<file path="src/rtl/ibex_fetch_req_engine_if.sv">
// rtl/ibex_fetch_req_engine_if.sv - instruction bus and fetch FIFO push signals
interface ibex_fetch_req_engine_if;
   logic        instr_req;
   logic [31:0] instr_addr;
   logic        instr_gnt;
   logic        instr_rvalid;
   logic [31:0] instr_rdata;
   logic        instr_err;

   logic        fifo_valid;
   logic [31:0] fifo_addr;
   logic [31:0] fifo_rdata;
   logic        fifo_err;

   modport master (
      output instr_req, instr_addr,
      input  instr_gnt, instr_rvalid, instr_rdata, instr_err,
      output fifo_valid, fifo_addr, fifo_rdata, fifo_err
   );

   modport slave (
      input  instr_req, instr_addr,
      output instr_gnt, instr_rvalid, instr_rdata, instr_err,
      input  fifo_valid, fifo_addr, fifo_rdata, fifo_err
   );
endinterface

</file>
<file path="src/rtl/ibex_fetch_req_engine.sv">
// rtl/ibex_fetch_req_engine.sv - fetch request engine feeding the fetch FIFO
module ibex_fetch_req_engine #(
   parameter int unsigned NUM_REQS  = 2,
   parameter logic [31:0] BOOT_ADDR = 32'h0000_0080
) (
   input  logic                     clk_i,
   input  logic                     rst_i,
   input  logic                     req_i,
   input  logic                     branch_i,
   input  logic [31:0]              branch_addr_i,
   input  logic [NUM_REQS-1:0]      fifo_busy_i,
   ibex_fetch_req_engine_if.master  bus,
   output logic                     fifo_clear_o,
   output logic                     busy_o
);

   localparam int unsigned PTR_W = (NUM_REQS > 1) ? $clog2(NUM_REQS) : 1;
   localparam int unsigned CNT_W = $clog2(NUM_REQS + 1);
   localparam logic [PTR_W-1:0] LAST_PTR = PTR_W'(NUM_REQS - 1);
   localparam logic [CNT_W-1:0] MAX_OUT  = CNT_W'(NUM_REQS);

   typedef enum logic {
      IDLE,
      REQ
   } state_e;

   state_e               state_q, state_d;
   logic [31:0]          fetch_addr_q, fetch_addr_d;
   logic [31:2]          tgt_q, tgt_d;
   logic                 stale_q, stale_d;
   logic                 redir_q, redir_d;
   logic                 unal_q, unal_d;
   logic [CNT_W-1:0]     out_q, out_d;
   logic [PTR_W-1:0]     rd_ptr_q, rd_ptr_d;
   logic [PTR_W-1:0]     wr_ptr_q, wr_ptr_d;
   logic [NUM_REQS-1:0]  disc_q, disc_d;
   logic [29:0]          slot_addr_q [NUM_REQS];

   logic                 instr_req;
   logic                 gnt_acc;
   logic                 pop;
   logic                 push;
   logic                 cap_d;
   logic                 want_issue;
   logic                 unused_inputs;

   function automatic logic [PTR_W-1:0] ptr_inc(input logic [PTR_W-1:0] p);
      return (p == LAST_PTR) ? '0 : p + 1'b1;
   endfunction

   assign unused_inputs = ^{branch_addr_i[0], fifo_busy_i};

   always_comb begin
      state_d      = state_q;
      fetch_addr_d = fetch_addr_q;
      tgt_d        = tgt_q;
      stale_d      = stale_q;
      redir_d      = redir_q;
      unal_d       = unal_q;
      disc_d       = disc_q;
      rd_ptr_d     = rd_ptr_q;
      wr_ptr_d     = wr_ptr_q;

      instr_req = (state_q == REQ);
      gnt_acc   = instr_req & bus.instr_gnt;
      pop       = bus.instr_rvalid & (out_q != '0);
      push      = pop & ~disc_q[rd_ptr_q] & ~branch_i;
      out_d     = out_q + CNT_W'(gnt_acc) - CNT_W'(pop);

      if (pop) begin
         rd_ptr_d = ptr_inc(rd_ptr_q);
      end

      // A stale held request is granted at its old address, then the saved target follows.
      if (gnt_acc) begin
         wr_ptr_d         = ptr_inc(wr_ptr_q);
         disc_d[wr_ptr_q] = stale_q;
         fetch_addr_d     = stale_q ? {tgt_q, 2'b00} : fetch_addr_q + 32'd4;
         stale_d          = 1'b0;
         if (!stale_q) begin
            redir_d = 1'b0;
         end
      end

      if (push) begin
         unal_d = 1'b0;
      end

      if (branch_i) begin
         disc_d  = '1;
         redir_d = 1'b1;
         unal_d  = branch_addr_i[1];
         if (instr_req && !bus.instr_gnt) begin
            stale_d = 1'b1;
            tgt_d   = branch_addr_i[31:2];
         end else begin
            fetch_addr_d = {branch_addr_i[31:2], 2'b00};
         end
      end

      // A pending redirect keeps fetching alive even after req_i drops.
      cap_d      = (out_d < MAX_OUT);
      want_issue = (req_i & ~fifo_busy_i[NUM_REQS-1]) | branch_i | redir_d;

      unique case (state_q)
         IDLE: begin
            if (cap_d && want_issue) begin
               state_d = REQ;
            end
         end
         REQ: begin
            if (gnt_acc && !(cap_d && want_issue)) begin
               state_d = IDLE;
            end
         end
         default: state_d = IDLE;
      endcase
   end

   always_ff @(posedge clk_i) begin
      if (rst_i) begin
         state_q      <= IDLE;
         fetch_addr_q <= BOOT_ADDR & ~32'h3;
         tgt_q        <= '0;
         stale_q      <= 1'b0;
         redir_q      <= 1'b0;
         unal_q       <= 1'b0;
         out_q        <= '0;
         rd_ptr_q     <= '0;
         wr_ptr_q     <= '0;
         disc_q       <= '0;
      end else begin
         state_q      <= state_d;
         fetch_addr_q <= fetch_addr_d;
         tgt_q        <= tgt_d;
         stale_q      <= stale_d;
         redir_q      <= redir_d;
         unal_q       <= unal_d;
         out_q        <= out_d;
         rd_ptr_q     <= rd_ptr_d;
         wr_ptr_q     <= wr_ptr_d;
         disc_q       <= disc_d;
      end
   end

   always_ff @(posedge clk_i) begin
      if (!rst_i && gnt_acc) begin
         slot_addr_q[wr_ptr_q] <= fetch_addr_q[31:2];
      end
   end

   assign bus.instr_req  = instr_req;
   assign bus.instr_addr = fetch_addr_q;
   assign bus.fifo_valid = push;
   assign bus.fifo_addr  = {slot_addr_q[rd_ptr_q], unal_q, 1'b0};
   assign bus.fifo_rdata = bus.instr_rdata;
   assign bus.fifo_err   = bus.instr_err;
   assign fifo_clear_o   = branch_i;
   assign busy_o         = instr_req | (out_q != '0);

endmodule

</file>
<file path="src/flat_wrapper.sv">
// flat-port wrapper written by rule: the top's interface ports become plain ports
module ibex_fetch_req_engine_flat 
#(
   parameter int unsigned NUM_REQS  = 2,
   parameter logic [31:0] BOOT_ADDR = 32'h0000_0080
)
  (clk_i, rst_i, req_i, branch_i, branch_addr_i, fifo_busy_i, fifo_clear_o, busy_o, bus_instr_req, bus_instr_addr, bus_instr_gnt, bus_instr_rvalid, bus_instr_rdata, bus_instr_err, bus_fifo_valid, bus_fifo_addr, bus_fifo_rdata, bus_fifo_err);
  ibex_fetch_req_engine_if bus_i ();
  input  logic clk_i;
  input  logic rst_i;
  input  logic req_i;
  input  logic branch_i;
  input  logic [31:0] branch_addr_i;
  input  logic [NUM_REQS-1:0] fifo_busy_i;
  output logic fifo_clear_o;
  output logic busy_o;
  output wire logic [$bits(bus_i.instr_req)-1:0] bus_instr_req;
  output wire logic [$bits(bus_i.instr_addr)-1:0] bus_instr_addr;
  input wire logic [$bits(bus_i.instr_gnt)-1:0] bus_instr_gnt;
  input wire logic [$bits(bus_i.instr_rvalid)-1:0] bus_instr_rvalid;
  input wire logic [$bits(bus_i.instr_rdata)-1:0] bus_instr_rdata;
  input wire logic [$bits(bus_i.instr_err)-1:0] bus_instr_err;
  output wire logic [$bits(bus_i.fifo_valid)-1:0] bus_fifo_valid;
  output wire logic [$bits(bus_i.fifo_addr)-1:0] bus_fifo_addr;
  output wire logic [$bits(bus_i.fifo_rdata)-1:0] bus_fifo_rdata;
  output wire logic [$bits(bus_i.fifo_err)-1:0] bus_fifo_err;
  assign bus_instr_req = bus_i.instr_req;
  assign bus_instr_addr = bus_i.instr_addr;
  assign bus_i.instr_gnt = bus_instr_gnt;
  assign bus_i.instr_rvalid = bus_instr_rvalid;
  assign bus_i.instr_rdata = bus_instr_rdata;
  assign bus_i.instr_err = bus_instr_err;
  assign bus_fifo_valid = bus_i.fifo_valid;
  assign bus_fifo_addr = bus_i.fifo_addr;
  assign bus_fifo_rdata = bus_i.fifo_rdata;
  assign bus_fifo_err = bus_i.fifo_err;
  ibex_fetch_req_engine #(.NUM_REQS(NUM_REQS), .BOOT_ADDR(BOOT_ADDR)) u_core (.clk_i(clk_i), .rst_i(rst_i), .req_i(req_i), .branch_i(branch_i), .branch_addr_i(branch_addr_i), .fifo_busy_i(fifo_busy_i), .bus(bus_i), .fifo_clear_o(fifo_clear_o), .busy_o(busy_o));
endmodule
</file>
<file path="config.mk">
export PLATFORM = sky130hd
export DESIGN_NAME = ibex_fetch_req_engine_flat
export DESIGN_NICKNAME = d
export VERILOG_FILES = /design/src/rtl/ibex_fetch_req_engine_if.sv /design/src/rtl/ibex_fetch_req_engine.sv /design/src/flat_wrapper.sv
export SDC_FILE = /design/constraint.sdc
export NUM_CORES = 1
export LEC_CHECK = 0
export ABC_AREA = 0
export BUFFER_PORTS_ARGS = -buffer_cell sky130_fd_sc_hd__buf_4
export CAP_MARGIN = 20
export CORE_MARGIN = 5
export CORE_UTILIZATION = 57
export DETAILED_ROUTE_END_ITERATION = 10
export GPL_ROUTABILITY_DRIVEN = 1
export HOLD_SLACK_MARGIN = 0.1
export PLACE_DENSITY = 0.94
export SETUP_SLACK_MARGIN = 0.1
export SLEW_MARGIN = 20
export SYNTH_ARGS = -nofsm -noshare
export SYNTH_HDL_FRONTEND = slang
export SYNTH_SLANG_ARGS = --single-unit
</file>
<file path="constraint.sdc">
create_clock -name clk_i -period 7.7 [get_ports clk_i]
set_clock_uncertainty 0.05 [all_clocks]
set_input_delay 0.385 -clock clk_i [delete_from_list [all_inputs] [get_ports clk_i]]
set_output_delay 0.385 -clock clk_i [all_outputs]
set_load 0.005 [all_outputs]
</file>
==> metrics list <==
- The first detailed-routing pass ran for 6 iterations.
- In this run the remaining antenna-violating nets after routing total 0.
- The final critical path takes up 44.61% of the cycle.
- Detailed-route wire length per cell: 21.98 µm
- Max-Slew Margin vs Limit: 37.19%
- Counting every net in the synthesized netlist gives around 700.
- Global routing used 29.54% of the available tracks.
* Fraction of final layout cells with drive strength greater than 1: between 20% and 30%
- Endpoint with the worst hold slack: u_core.bus.instr_req
- Vias in the first global route: 5832
* Hold_buf cts: 31
* Portion of the post-synthesis area used by sequential elements: 51.87%
- After global routing the overflow that remains totals 0.
- Across all register-to-register paths, the minimum setup slack is about 4300 ps.
* Launch instance of the worst min-delay path: req_i
- For the pin with the worst max-slew slack, the measured transition is 938.7 ps.
- TNS Setup: 0 ps
* Final setup vio count: 0
- Area growth syn-to-layout: 24.32%
- Count of inserted antenna diode cells: 0
* Clk Latency, worst-skew pair: 550 ps
* Vias: 5793
* Startpoint of the worst register-to-register path: u_core.bus.instr_req
* Port Buffer Count: 104
- The worst register-to-register path ends at u_core.bus.instr_addr[9].
- Total number of clock tree sinks: 133
* Cells resized by post-CTS repair: 0
- Result of the run: finished clean
* Critical path peak fanout: between 40 and 50
* Power density cells: between 200 and 300 mW/mm²
- The Yosys step of the flow raised 0 warnings.
* Instance count of the mapped netlist: about 640
- Crit start category: flop
* Count of different cell masters after synthesis: 57
- # IOs: ~170
* Register-to-Register Path Depth: 6
- The initial antenna violation count is 0.
- Power comes to 2.281 mW.
- Number of buffers inserted by post-CTS setup repair: 0
* Post-layout min period: ~3400 ps
- For this run, the leading register cell type out of synthesis is sky130_fd_sc_hd__dfxtp_1.
- The net count of the finished layout is 805.
- Vertical die dimension: 115.1 µm
- Floorplan die area: 0.01324 mm²
- Once the floorplan was initialized, standard cells occupied between 50% and 60% of the core.
- Worst EP arrival: 3800 ps
- STA classifies the critical path endpoint as a flop.
- Worst setup path category: flop to flop
- Placed wire-length estimate after detailed placement: 10790 µm
- TritonCTS built the clock tree.
- Max-cap violations in this run came to 0.
- At the end of the flow the core is filled with cells to just over 70%.
- Setup repair after global routing left no endpoint under its margin.
- Non-filler instance count after layout: 882
* Cell total after placement: 819
* Final max-slew violation count: 0
- Drt total wl: 19390 µm
* Fill cell instance count of the final layout: ~650
* Per-instance average area after synthesis: approximately 9.8 µm²
- Ratio of routed vias to standard cells: 6.568
- The count of final hold-check violations is 0.
- The clock passes through at most 2 buffers.
- The H-tree was split into 4 levels.
- Leakage power: 2.940 nW
- Highest achievable clock rate: 0.2912 GHz
- Share of synthesized registers carrying an async set or reset: 0%
- Worst-case vdd ir drop: 0.1605 mV
- Routability-driven placement finished with a final weighted congestion of 0.8682.
- Data required time at the worst endpoint: 8060 ps
- #FFs+latches synth: 133
- Pin count of the biggest net entering global routing: between 70 and 80
* DRC viols: 0
- Reg clk slew, reported paths: 60 ps
- Die width: 115.1 µm
- Root buf cell: sky130_fd_sc_hd__clkbuf_8
* Cell area after technology mapping: 0.006291 mm²
* Cts bufs inserted: 17
- Cell area after placement: around 0.0069 mm²
* Number of placement rows: 38
* Worst hold path cell count: 4
- The first routing iteration left 1040 violations.
* Final standard cell area without fillers: 0.007821 mm²
- In this run the worst hold path is classified as input port to flop.
- Number of synthesized flops with an enable pin: 60
- Placeable core area: about 0.011 mm²
- The first global-routing pass estimated 30220 µm of wire.
==> power by group <==
group / switching (mW) / internal, mW
clock: 0.300 / 0.564
sequential: 0.0884 / 0.812
combinational: 0.274 / 0.242
==> logic make-up (layout without fill, tap and decap cells) <==
family,after synthesis,in the layout,synth area share [%]
AO/OA/AOI/OAI,142,142,14.06
XOR/XNOR,11,11,1.531
AND/OR/NAND/NOR,224,224,17.42
flip-flops,133,133,51.87
multiplexers,39,39,6.822
other,1,1,0.05961
buffers and inverters,91,189,7.637
adder cells (fa/ha/maj),3,3,0.5967
==> critical path: stages (launching register included) <==
cell	delay, ps
sky130_fd_sc_hd__dfxtp_1	660
sky130_fd_sc_hd__nand2_1	650
sky130_fd_sc_hd__inv_2	860
sky130_fd_sc_hd__nand2_1	490
sky130_fd_sc_hd__o22a_1	320
sky130_fd_sc_hd__o221ai_1	190
sky130_fd_sc_hd__a21oi_1	70
==> layout make-up <==
cell class                      count  area (µm²)  area share [%]
Clock buffer                       21       439.2           5.615
Sequential cell                   133        3263           41.72
Inverter                           15       56.30          0.7199
Multi-Input combinational cell    420        2562           32.76
Tap cell                          140       175.2           2.240
Timing Repair Buffer              142        1144           14.62
Clock inverter                     11       181.4           2.320
==> Yosys cell counts, types with 6 or more instances <==
| cell | n | area (µm²) |
|---|---|---|
| sky130_fd_sc_hd__mux2_2 | 31 | 349.1 |
| sky130_fd_sc_hd__buf_4 | 36 | 270.3 |
| sky130_fd_sc_hd__nand4_1 | 8 | 50.05 |
| sky130_fd_sc_hd__nor4_1 | 9 | 56.30 |
| sky130_fd_sc_hd__nand3_1 | 19 | 95.09 |
| sky130_fd_sc_hd__mux2i_1 | 8 | 80.08 |
| sky130_fd_sc_hd__xor2_1 | 6 | 52.55 |
| sky130_fd_sc_hd__nand2_1 | 92 | 345.3 |
| sky130_fd_sc_hd__nor3b_1 | 7 | 52.55 |
| sky130_fd_sc_hd__nor3_1 | 13 | 65.06 |
| sky130_fd_sc_hd__and3_1 | 10 | 62.56 |
| sky130_fd_sc_hd__a21oi_1 | 66 | 330.3 |
| sky130_fd_sc_hd__o21ai_0 | 23 | 115.1 |
| sky130_fd_sc_hd__nor2_1 | 37 | 138.9 |
| sky130_fd_sc_hd__dfxtp_1 | 73 | 1461 |
| sky130_fd_sc_hd__edfxtp_1 | 60 | 1802 |
| sky130_fd_sc_hd__inv_1 | 14 | 52.55 |
| sky130_fd_sc_hd__a311oi_1 | 9 | 78.83 |
| sky130_fd_sc_hd__clkbuf_1 | 35 | 131.4 |
==> worst max path at each step <==
stage | startpoint | end | slack [ps] | depth (start not counted)
CTS | u_core.bus.instr_req | u_core.bus.instr_addr[9] | 4450 | 6
detailed placement | u_core.bus.instr_req | u_core.bus.instr_addr[9] | 4470 | 6
global route | u_core.bus.instr_req | u_core.bus.instr_addr[9] | 4140 | 6
finish | u_core.bus.instr_req | u_core.bus.instr_addr[9] | 4270 | 6
global placement | u_core.bus.instr_req | u_core.bus.instr_addr[9] | 4600 | 6
floorplan | u_core.bus.instr_req | u_core.slot_addr_q[1][0] | 4110 | 3
==> per-stage QoR <==
stage | setup slack (ps) | hold slack (ps)
after global placement | 4601 | 388.2
final | 4265 | 176.4
after floorplan | 4108 | 381.1
after global routing | 4141 | 191.3
after detailed placement | 4473 | 393.1
after CTS | 4450 | 160.2
==> sequential cells by signal, indices dropped and copies added (netlist names), named ones only <==
register               flops
u_core.bus.instr_addr     32
u_core.bus.instr_req       1
u_core.disc_q              2
u_core.out_q               2
u_core.rd_ptr_q            1
u_core.redir_q             1
u_core.slot_addr_q        60
u_core.stale_q             1
u_core.tgt_q              30
u_core.unal_q              1
u_core.wr_ptr_q            1
==> placed cells by master, fill, tap and decap left out, drive strengths merged, types with 5 or more instances in the layout <==
master / n
nor3b: 7
o221ai: 5
a311oi: 9
nor3: 13
nand2: 92
a21oi: 66
xor2: 6
o21ai: 23
xnor2: 5
nand3: 19
mux2i: 8
clkinv: 6
inv: 15
edfxtp: 60
dlygate4sd3: 31
nor2: 37
and3: 10
buf: 111
mux2: 31
nand4: 9
bufinv: 5
clkbuf: 21
or3: 5
dfxtp: 73
nor4: 10
==> routing by layer <==
layer  share of wire, %  track usage (%)  vias up
met1                 34            34.53     2623
met3                 14            10.21      163
met4                6.5            20.11        0
met2                 46            45.76      545
met5                  0                0        -
li1                   -                -     2462
Note: power is estimated with default switching activity, not from simulation.
